==> src/rtl/parser_pkg.sv <==
`default_nettype none
// ============================================================================
// Module   : parser_pkg
// Purpose  : Shared definitions for the parser / head-shift pipeline:
//            slice tag bit positions, shift field width, default shift
//            limits, the shift command record and the scheduler state type.
// Ports    : none (package)
// Revision : 1.0 - initial release
// ============================================================================
package parser_pkg;

  // Positions of the framing bits inside a slice tag word.
  localparam int TAG_VALID_BIT = 0;
  localparam int TAG_START_BIT = 1;
  localparam int TAG_TAIL_BIT  = 2;

  // Width of one shift field and the default largest legal shift amounts.
  localparam int SHIFT_WIDTH      = 4;
  localparam int C_HEAD_CANDI_NUM = 8;
  localparam int C_META_CANDI_NUM = 8;

  typedef struct packed {
    logic [SHIFT_WIDTH-1:0] head_shift;
    logic [SHIFT_WIDTH-1:0] meta_shift;
  } shift_cmd_t;

  typedef enum logic {
    SCH_IDLE   = 1'b0,
    SCH_IN_PKT = 1'b1
  } sch_state_e;

endpackage : parser_pkg
`default_nettype wire

==> src/rtl/shift_cmd_fifo.sv <==
`default_nettype none
// ============================================================================
// Module   : shift_cmd_fifo
// Purpose  : First-word-fall-through FIFO holding pending shift commands.
//            The head entry is visible on o_data whenever o_empty is low.
//            Push and pop may occur in the same cycle; there is no bypass,
//            so a pushed word becomes visible the cycle after the push.
// Ports    : i_clk, i_rst (async, active-high)
//            i_push / i_data  - write port (caller guarantees !o_full)
//            i_pop            - consume head entry (caller guarantees !o_empty)
//            o_data           - head entry
//            o_full, o_empty  - occupancy flags
// Revision : 1.0 - initial release
// ============================================================================
module shift_cmd_fifo #(
  parameter int DATA_W = 8,
  parameter int DEPTH  = 4
) (
  input  logic              i_clk,
  input  logic              i_rst,
  input  logic              i_push,
  input  logic [DATA_W-1:0] i_data,
  input  logic              i_pop,
  output logic [DATA_W-1:0] o_data,
  output logic              o_full,
  output logic              o_empty
);

  localparam int AW = $clog2(DEPTH);

  // Pointers carry one extra wrap bit so full and empty are distinguishable.
  logic [AW:0]       wr_ptr_q, wr_ptr_d;
  logic [AW:0]       rd_ptr_q, rd_ptr_d;
  logic [DATA_W-1:0] mem_q [DEPTH];

  always_comb begin
    wr_ptr_d = wr_ptr_q;
    rd_ptr_d = rd_ptr_q;
    if (i_push) wr_ptr_d = wr_ptr_q + {{AW{1'b0}}, 1'b1};
    if (i_pop)  rd_ptr_d = rd_ptr_q + {{AW{1'b0}}, 1'b1};
  end

  always_ff @(posedge i_clk or posedge i_rst) begin
    if (i_rst) begin
      wr_ptr_q <= '0;
      rd_ptr_q <= '0;
    end else begin
      wr_ptr_q <= wr_ptr_d;
      rd_ptr_q <= rd_ptr_d;
    end
  end

  // Storage needs no reset: contents are only observed while non-empty.
  always_ff @(posedge i_clk) begin
    if (i_push) mem_q[wr_ptr_q[AW-1:0]] <= i_data;
  end

  assign o_data  = mem_q[rd_ptr_q[AW-1:0]];
  assign o_empty = (wr_ptr_q == rd_ptr_q);
  assign o_full  = (wr_ptr_q[AW] != rd_ptr_q[AW]) &&
                   (wr_ptr_q[AW-1:0] == rd_ptr_q[AW-1:0]);

endmodule : shift_cmd_fifo
`default_nettype wire

==> src/rtl/head_shift_sched.sv <==
`default_nettype none
// ============================================================================
// Module   : head_shift_sched
// Purpose  : Per-packet scheduler for the head/meta shift stage. Queues
//            shift commands and presents the oldest one to the shift stage
//            on the cycle a start slice is transferred. Start slices stall
//            while no command is queued. Tracks packet framing, counts
//            slices and completed packets, and flags protocol errors.
// Ports    : i_clk, i_rst (async, active-high)
//            i_cmd_valid / o_cmd_ready / i_cmd_headShift / i_cmd_metaShift
//                             - shift command push interface
//            i_slc_valid / i_slc_start / i_slc_tail / o_slc_ready
//                             - slice handshake at the shift-stage input
//            i_dn_ready       - shift stage can take a slice
//            o_slc_fire       - slice transferred this cycle
//            o_headShift / o_metaShift - shift amounts for the shift stage
//            o_in_pkt, o_slc_cnt, o_pkt_cnt - framing status (registered)
//            o_err            - sticky: [0] clamp, [1] start w/o tail,
//                               [2] slice outside packet
// Revision : 1.0 - initial release
// ============================================================================
module head_shift_sched
  import parser_pkg::*;
#(
  parameter int HEAD_CANDI_NUM   = C_HEAD_CANDI_NUM,
  parameter int META_CANDI_NUM   = C_META_CANDI_NUM,
  parameter int HEAD_SHIFT_WIDTH = SHIFT_WIDTH,
  parameter int META_SHIFT_WIDTH = SHIFT_WIDTH,
  parameter int CMD_DEPTH        = 4,
  parameter int SLICE_CNT_WIDTH  = 8
) (
  input  logic                        i_clk,
  input  logic                        i_rst,
  input  logic                        i_cmd_valid,
  output logic                        o_cmd_ready,
  input  logic [HEAD_SHIFT_WIDTH-1:0] i_cmd_headShift,
  input  logic [META_SHIFT_WIDTH-1:0] i_cmd_metaShift,
  input  logic                        i_slc_valid,
  input  logic                        i_slc_start,
  input  logic                        i_slc_tail,
  output logic                        o_slc_ready,
  input  logic                        i_dn_ready,
  output logic                        o_slc_fire,
  output logic [HEAD_SHIFT_WIDTH-1:0] o_headShift,
  output logic [META_SHIFT_WIDTH-1:0] o_metaShift,
  output logic                        o_in_pkt,
  output logic [SLICE_CNT_WIDTH-1:0]  o_slc_cnt,
  output logic [15:0]                 o_pkt_cnt,
  output logic [2:0]                  o_err
);

  localparam int CMD_W = HEAD_SHIFT_WIDTH + META_SHIFT_WIDTH;
  localparam logic [HEAD_SHIFT_WIDTH-1:0] C_HEAD_MAX = HEAD_SHIFT_WIDTH'(HEAD_CANDI_NUM);
  localparam logic [META_SHIFT_WIDTH-1:0] C_META_MAX = META_SHIFT_WIDTH'(META_CANDI_NUM);
  localparam logic [SLICE_CNT_WIDTH-1:0]  C_SLC_ONE  = SLICE_CNT_WIDTH'(1);

  // ---------------------------------------------------------------- command path
  logic                        w_full, w_empty, w_push, w_pop;
  logic                        w_head_over, w_meta_over, w_clamp;
  logic [HEAD_SHIFT_WIDTH-1:0] w_head_in, w_head_out;
  logic [META_SHIFT_WIDTH-1:0] w_meta_in, w_meta_out;
  logic [CMD_W-1:0]            w_fifo_out;

  assign w_push      = i_cmd_valid & ~w_full;
  assign w_head_over = int'(i_cmd_headShift) > HEAD_CANDI_NUM;
  assign w_meta_over = int'(i_cmd_metaShift) > META_CANDI_NUM;
  assign w_head_in   = w_head_over ? C_HEAD_MAX : i_cmd_headShift;
  assign w_meta_in   = w_meta_over ? C_META_MAX : i_cmd_metaShift;
  assign w_clamp     = w_push & (w_head_over | w_meta_over);

  shift_cmd_fifo #(
    .DATA_W (CMD_W),
    .DEPTH  (CMD_DEPTH)
  ) u_cmd_fifo (
    .i_clk   (i_clk),
    .i_rst   (i_rst),
    .i_push  (w_push),
    .i_data  ({w_head_in, w_meta_in}),
    .i_pop   (w_pop),
    .o_data  (w_fifo_out),
    .o_full  (w_full),
    .o_empty (w_empty)
  );

  assign {w_head_out, w_meta_out} = w_fifo_out;

  // Shift amounts are combinational so the shift stage sees them on the
  // very cycle it samples the start slice.
  assign o_headShift = w_empty ? '0 : w_head_out;
  assign o_metaShift = w_empty ? '0 : w_meta_out;
  assign o_cmd_ready = ~w_full;

  // ------------------------------------------------------------------ slice path
  // Only start slices wait for a command; body/tail slices need no binding.
  logic w_fire;
  assign o_slc_ready = i_dn_ready & ~(i_slc_start & w_empty);
  assign w_fire      = i_slc_valid & o_slc_ready;
  assign w_pop       = w_fire & i_slc_start;
  assign o_slc_fire  = w_fire;

  // ------------------------------------------------------------------- framing
  sch_state_e                 state_q, state_d;
  logic [SLICE_CNT_WIDTH-1:0] slc_cnt_q, slc_cnt_d;
  logic [15:0]                pkt_cnt_q, pkt_cnt_d;
  logic [2:0]                 err_q, err_d;

  always_comb begin
    state_d   = state_q;
    slc_cnt_d = slc_cnt_q;
    pkt_cnt_d = pkt_cnt_q;
    err_d     = err_q | {2'b00, w_clamp};
    case (state_q)
      SCH_IDLE: begin
        if (w_fire) begin
          if (i_slc_start) begin
            slc_cnt_d = C_SLC_ONE;
            if (i_slc_tail) pkt_cnt_d = pkt_cnt_q + 16'd1;
            else            state_d   = SCH_IN_PKT;
          end else begin
            // Stray slice: forwarded untouched, only flagged.
            err_d[2] = 1'b1;
          end
        end
      end
      SCH_IN_PKT: begin
        if (w_fire) begin
          if (i_slc_start) begin
            // Missing tail: abandon the old packet and open a new one.
            err_d[1]  = 1'b1;
            slc_cnt_d = C_SLC_ONE;
            if (i_slc_tail) begin
              pkt_cnt_d = pkt_cnt_q + 16'd1;
              state_d   = SCH_IDLE;
            end
          end else begin
            if (slc_cnt_q != '1) slc_cnt_d = slc_cnt_q + C_SLC_ONE;
            if (i_slc_tail) begin
              pkt_cnt_d = pkt_cnt_q + 16'd1;
              state_d   = SCH_IDLE;
            end
          end
        end
      end
      default: state_d = SCH_IDLE;
    endcase
  end

  always_ff @(posedge i_clk or posedge i_rst) begin
    if (i_rst) begin
      state_q   <= SCH_IDLE;
      slc_cnt_q <= '0;
      pkt_cnt_q <= '0;
      err_q     <= '0;
    end else begin
      state_q   <= state_d;
      slc_cnt_q <= slc_cnt_d;
      pkt_cnt_q <= pkt_cnt_d;
      err_q     <= err_d;
    end
  end

  assign o_in_pkt  = (state_q == SCH_IN_PKT);
  assign o_slc_cnt = slc_cnt_q;
  assign o_pkt_cnt = pkt_cnt_q;
  assign o_err     = err_q;

endmodule : head_shift_sched
`default_nettype wire

==> config.mk <==
export PLATFORM = sky130hd
export DESIGN_NAME = head_shift_sched
export DESIGN_NICKNAME = d
export VERILOG_FILES = /design/src/rtl/parser_pkg.sv /design/src/rtl/shift_cmd_fifo.sv /design/src/rtl/head_shift_sched.sv
export SDC_FILE = /design/constraint.sdc
export NUM_CORES = 1
export LEC_CHECK = 0
export ABC_AREA = 0
export CAP_MARGIN = 15
export CORE_MARGIN = 1
export CORE_UTILIZATION = 29
export CTS_CLUSTER_DIAMETER = 80
export DETAILED_ROUTE_END_ITERATION = 7
export SLEW_MARGIN = 10
export SYNTH_ARGS = -nofsm -noshare
export SYNTH_HDL_FRONTEND = slang
export SYNTH_SLANG_ARGS = --single-unit
==> constraint.sdc <==
create_clock -name i_clk -period 1.7 [get_ports i_clk]
set_clock_uncertainty 0.15 [all_clocks]
set_input_delay 0.17 -clock i_clk [delete_from_list [all_inputs] [get_ports i_clk]]
set_output_delay 0.17 -clock i_clk [all_outputs]
set_load 0.02 [all_outputs]
# == Word-level counts from Yosys, hierarchy flattened ==
# Memories as Yosys holds them, arrays and structs flattened.
# Index checks and enable logic that the tools add are counted.
# classes
add_sub_neg,4
magnitude_cmp,2
n_eq_ne,8
n_mux,28
bitwise_logic,11
n_reduce_logical,3
# op_table
cell,n
$mux 16,4
$mux 8,5
$pmux 16 s2,1
$add 16x1->16 const B,1
$mux 4,4
$pmux 8 s2,1
$mux 1,12
$add 8x1->8 const B,1
$gt 4x4->1 const B,2
$ne 8x8->1 const B,1
$add 3x1->3 const B,2
$and 1x1->1,6
$ne 2x2->1 const B,3
$reduce_and 4->1,1
$eq 3x3->1,1
$ne 3x2->1 const B,1
$not 1->1,3
$or 3x1->3,1
$reduce_and 3->1,1
$eq 2x2->1,1
$pmux 1 s2,1
$logic_and 1x1->1,1
$ne 1x1->1,1
$or 1x1->1,1
# totals
regBits,34
ramBits,32
in_bits,15
out_inout_bits,39
elab_cells,63
n_memories,1
# mem_list
name,depth,width,rd,rd_clocked_by_memory_dff,write_ports,line,rtl
u_cmd_fifo.mem_q,4,8,1,0,1,shift_cmd_fifo.sv:34,logic [DATA_W-1:0] mem_q [DEPTH];

# == Depth between registers and ports, before layout ==
# logic_depth
ltp_word,9
ltp_mapped,6

# == Modules after synthesis ==
# A second synthesis with hierarchy kept.
# unflattened
cells_unflattened,213
area_unflattened_um2,2999.1
# by_module_without_submodules
module,n_inst,cells_per_inst,area_each_um2,seq_area_each_um2
shift_cmd_fifo,1,73,1503.9,1111.1
head_shift_sched,1,140,1495.2,700.7

# == Worst setup path before layout ==
# No wires, ideal clock.
# synth_path
path_kind,reg-to-output
from,register u_cmd_fifo.wr_ptr_q[1]
to,output port o_slc_ready
arrival_time_ns,1.618
slack_ns,-0.238
path_stages_with_launch,4
cell_sequence,dfrtp_1 xor2_2 nor3_1 a21boi_0
# synth_via
elab_chain_len,4
# synth_rtl
element,line,rtl
from (decl),shift_cmd_fifo.sv:32,"logic [AW:0] wr_ptr_q, wr_ptr_d;"
from (signal assigned),shift_cmd_fifo.sv:48,wr_ptr_q <= wr_ptr_d;
$eq 3x3->1,shift_cmd_fifo.sv:59,assign o_empty = (wr_ptr_q == rd_ptr_q);
$and 1x1->1,head_shift_sched.sv:96,assign o_slc_ready = i_dn_ready & ~(i_slc_start & w_empty);
$not 1->1,head_shift_sched.sv:96,
$and 1x1->1,head_shift_sched.sv:96,
to (decl),head_shift_sched.sv:41,"output logic o_slc_ready,"
# No other way between the ends.

# == Worst setup path in the final report ==
# layout_path
from,register u_cmd_fifo.rd_ptr_q[0]
to,output port o_slc_fire
# layout_via
elab_chain_len,5
# layout_rtl
element,line,rtl
from (decl),shift_cmd_fifo.sv:33,"logic [AW:0] rd_ptr_q, rd_ptr_d;"
from (signal assigned),shift_cmd_fifo.sv:49,rd_ptr_q <= rd_ptr_d;
$eq 3x3->1,shift_cmd_fifo.sv:59,
$and 1x1->1,head_shift_sched.sv:96,
$not 1->1,head_shift_sched.sv:96,
$and 1x1->1,head_shift_sched.sv:96,
$and 1x1->1,head_shift_sched.sv:97,assign w_fire = i_slc_valid & o_slc_ready;
to (decl),head_shift_sched.sv:43,"output logic o_slc_fire,"
# No other way between the ends.

==> results <==
- The routability congestion estimate is 0.7974.
- The leakage dissipation is 1.980 nW.
- The total number of yosys warnings is 0.
- The critical path start-end classification is flip-flop to output port.
- The number of antenna violations at the first check in global routing is 0.
- The max-slew violation count is 0.
- Detailed routing inserted a total of 2197 vias.
- In this run the critical register-to-register path is launched from u_cmd_fifo.rd_ptr_q[0].
- The count of buffering cells on the critical path with inverters included is 4.
- 0 antenna diodes ended up in the layout.
- For this run, the leading register cell type out of synthesis is sky130_fd_sc_hd__dfrtp_1.
- The final number of setup-violating endpoints is 76.
- The power density over the cells is 1643 nW/um^2.
- Grouping stages by cell kind, the critical path spends the most delay in buffers and inverters.
- The data required time of the critical path is 1.38 ns.
- Among all stages on the critical path, the largest delay is contributed by sky130_fd_sc_hd__dfrtp_1.
- At the pin with the least slew margin, the transition time is 0.3354 ns.
- The commonest non-fill, non-tap cell in the layout is sky130_fd_sc_hd__buf_4.
- The via count of the first global-routing pass is 2341.
- The TritonCTS clock tree is done.
- The mean routed wirelength per cell is 14.83 um.
- After detailed routing, the number of remaining DRC violations is 0.
- The number of clock buffers added by TritonCTS is 9.
- Entering global routing, the biggest net connects 35 pins.
- The final core utilization is 43.68%.
- The initial core utilization is 30.16%.
- The relative max-transition margin is 77.57%.
- The synthesized netlist occupies a cell area of 3142 um^2.
- In the post-route analysis, the smallest setup slack over all paths is -0.3251 ns.
- The CTS H-tree depth is 3.
- The flow ran to the end, but the final reports show violations.
- The first detailed-routing pass took 4 iterations.
- The checks that failed: setup timing.
- The post-synthesis to final-layout area growth is 44.80%.
- The critical path starts at u_cmd_fifo.rd_ptr_q[0].
- For the worst flop-to-flop path, the logic depth is 7.
- The setup check on the worst reg-to-reg path leaves a slack of -0.29 ns.
- The number of top-level pins is 54.
- After detailed routing, the total wire length is 7030 um.
- The arrival time at the worst endpoint is 1.71 ns.
- The category of the worst setup path capture point is an output port.
- The share of the clock period used by the worst path is 119.1%.
- The post-synthesis cell type count is 51.
- The initialized floorplan defines 37 standard-cell rows.
- The clock transition at the register clock pins on the worst setup and hold paths after CTS is 0.07 ns.
- The die extent in y is 106.1 um.
- Synthesis produced 230 cells.
- The clock net in this run drives a total of 66 sinks.
- In this run the worst hold path is classified as input port to asynchronous set/reset pin.
- The vias per cell is 4.635.
- The share of flip-flops with an asynchronous set or reset is 51.52%.
- The die is 106.1 um wide.
- Across the run, the number of max-cap violations was 0.
- The die footprint is 11250 um^2.
- The core box area is 10420 um^2.
- The finished cells cover 4549 um^2.
- The filler cell count in the final layout is 950.
- The violation count after the first detailed-routing iteration is 65.
- The number of nets in the final layout is 355.
- In this run the mean area of a mapped cell was 13.66 um^2.
- The number of hold buffers added after CTS is 0.
- The tree is rooted in a sky130_fd_sc_hd__clkbuf_8.
- The worst voltage drop across the vdd grid is 518.3 uV.
- After synthesis the netlist holds a flip-flop and latch count of 66.
- Walking the worst path, the cells encountered are buf_12 > buf_4 > buf_8 > xnor2_4 > a41oi_4 > buf_6.
- Buffers placed on the I/O ports in this run total 53.
- Global routing consumed, over all layers together, 13.37% of the routing resources.
- The number of synthesized flops with an enable pin is 32.
- Setup total negative slack on the finished layout was measured at -12.76 ns.
- The worst register-to-register path ends at u_cmd_fifo.rd_ptr_q[1].
- Counting every net in the synthesized netlist gives 252.
- The first global-routing pass estimated 11430 um of wire.
- The library cells used most frequently in the layout, excluding fill and tap cells, are 36 x sky130_fd_sc_hd__buf_4, 32 x sky130_fd_sc_hd__edfxtp_1, 31 x sky130_fd_sc_hd__dfrtp_1.
- The count of nets left with antenna violations once routing finished came out at 0.
- The half-perimeter wire length after placement is 4856 um.
- The number of buffers between clock root and the deepest sink is 2.
- At the later pin of the worst-skew pair, clock insertion delay measures 0.35 ns.
- The smallest clock period supported by the final layout is computed as 2.025 ns.
- Of all nets on the critical path, the largest fanout is 6.
- The proportion of layout cells with a drive suffix above 1 is 35.80%.
- The stage delay of the slowest cell on the critical path is 0.42 ns.
- Based on the critical path, the design can be clocked at up to 493.8 MHz.
- The sequential area share after synthesis is 57.67%.
- The aggregate global routing overflow is 0.
- Setup repair after global routing could not meet its margin everywhere.
- The number of hold-slack violations in the final timing report came to 0.
- STA classifies the critical path startpoint as a flip-flop.
- The area after detailed placement is 4159 um^2.
## flip-flops by register name, indices dropped and copies added, names as in the netlist
register             flops
o_err                    3
o_in_pkt                 1
o_pkt_cnt               16
o_slc_cnt                8
u_cmd_fifo.mem_q        32
u_cmd_fifo.rd_ptr_q      3
u_cmd_fifo.wr_ptr_q      3
## final cells by class
class                   instances  area [um^2]  area share (%)
clock buffers                   9        123.9           2.723
clock inverters                 7        60.06           1.320
inverters                       7        26.28          0.5776
well taps                     136        170.2           3.740
repair buffers                 99        908.4           19.97
multi-input cells             150         1445           31.77
flip-flops and latches         66         1815           39.91
## worst reg2reg max path, cell delays in order, from the launching register on
cell and delay (ns):
sky130_fd_sc_hd__dfrtp_1 0.42, sky130_fd_sc_hd__buf_12 0.16, sky130_fd_sc_hd__buf_4 0.13, sky130_fd_sc_hd__buf_8 0.12, sky130_fd_sc_hd__xnor2_4 0.14, sky130_fd_sc_hd__buf_6 0.13
sky130_fd_sc_hd__a311oi_4 0.29, sky130_fd_sc_hd__mux2_4 0.34
## logic make-up after synthesis
group,Yosys count,synth area share [%]
flops,66,57.67
simple gates,77,13.66
mux,10,6.691
buf+inv,15,2.548
fa+ha+maj,7,2.788
compound gates,30,8.962
xor+xnor,25,7.686
## repair_timing
item | in CTS | in global routing
buffers inserted | 2 | 2
gates cloned | 1 | 0
gates resized for setup | 109 | 19
pin swaps | 19 | 7
setup endpoints to repair | 96 | 80
## cells in the mapped netlist (3+ instances only)
cell type	number	area share (%)
sky130_fd_sc_hd__clkbuf_1	3	0.36
sky130_fd_sc_hd__nand4_1	5	1.0
sky130_fd_sc_hd__nor3_1	10	1.6
sky130_fd_sc_hd__inv_1	6	0.72
sky130_fd_sc_hd__xor2_1	11	3.1
sky130_fd_sc_hd__nand3_1	9	1.4
sky130_fd_sc_hd__dfrtp_1	34	27
sky130_fd_sc_hd__nand2_1	10	1.2
sky130_fd_sc_hd__xnor2_1	11	3.1
sky130_fd_sc_hd__ha_1	7	2.8
sky130_fd_sc_hd__nor2b_1	14	2.8
sky130_fd_sc_hd__and4_1	3	0.84
sky130_fd_sc_hd__and2_1	4	0.80
sky130_fd_sc_hd__nand3b_1	3	0.72
sky130_fd_sc_hd__a21o_1	5	1.2
sky130_fd_sc_hd__and3_1	5	1.0
sky130_fd_sc_hd__edfxtp_1	32	31
sky130_fd_sc_hd__mux4_2	7	5.0
sky130_fd_sc_hd__nor2_1	7	0.84
sky130_fd_sc_hd__o21ai_0	6	0.96
## through the flow
stage               std cells  worst slack (ns)  hold slack [ns]  power [W]
floorplan                 230           -0.1097           0.1614   0.004185
global placement          453           -0.3815           0.2921   0.005761
detailed placement        453           -0.4003           0.2977   0.005811
CTS                       472           -0.3201          0.01619   0.007322
global route              474           -0.3962          0.05673   0.007915
finish                    474           -0.3251          0.01768   0.007473
## report_power, final
group          internal, W  switching [W]
Clock             0.000658       0.000587
Sequential         0.00207       0.000248
Combinational      0.00198        0.00192
## per-layer routing
metal	routed length [um]	track usage, %	vias up
met5	0	0	-
met4	132	6.448	0
met3	195	2.698	12
met2	3626	22.46	37
met1	3075	16.40	1095
li1	-	-	1053
## worst max-delay path by stage
stage,to,slack [ns],cells past startpoint
2_1_floorplan,o_pkt_cnt[1],-0.11,5
3_5_place_dp,o_metaShift[0],-0.40,6
3_3_place_gp,o_metaShift[0],-0.38,6
4_1_cts,o_headShift[0],-0.32,6
5_1_grt,o_headShift[0],-0.40,6
6_report,o_slc_fire,-0.33,6
(Power assumes the default switching activity.)
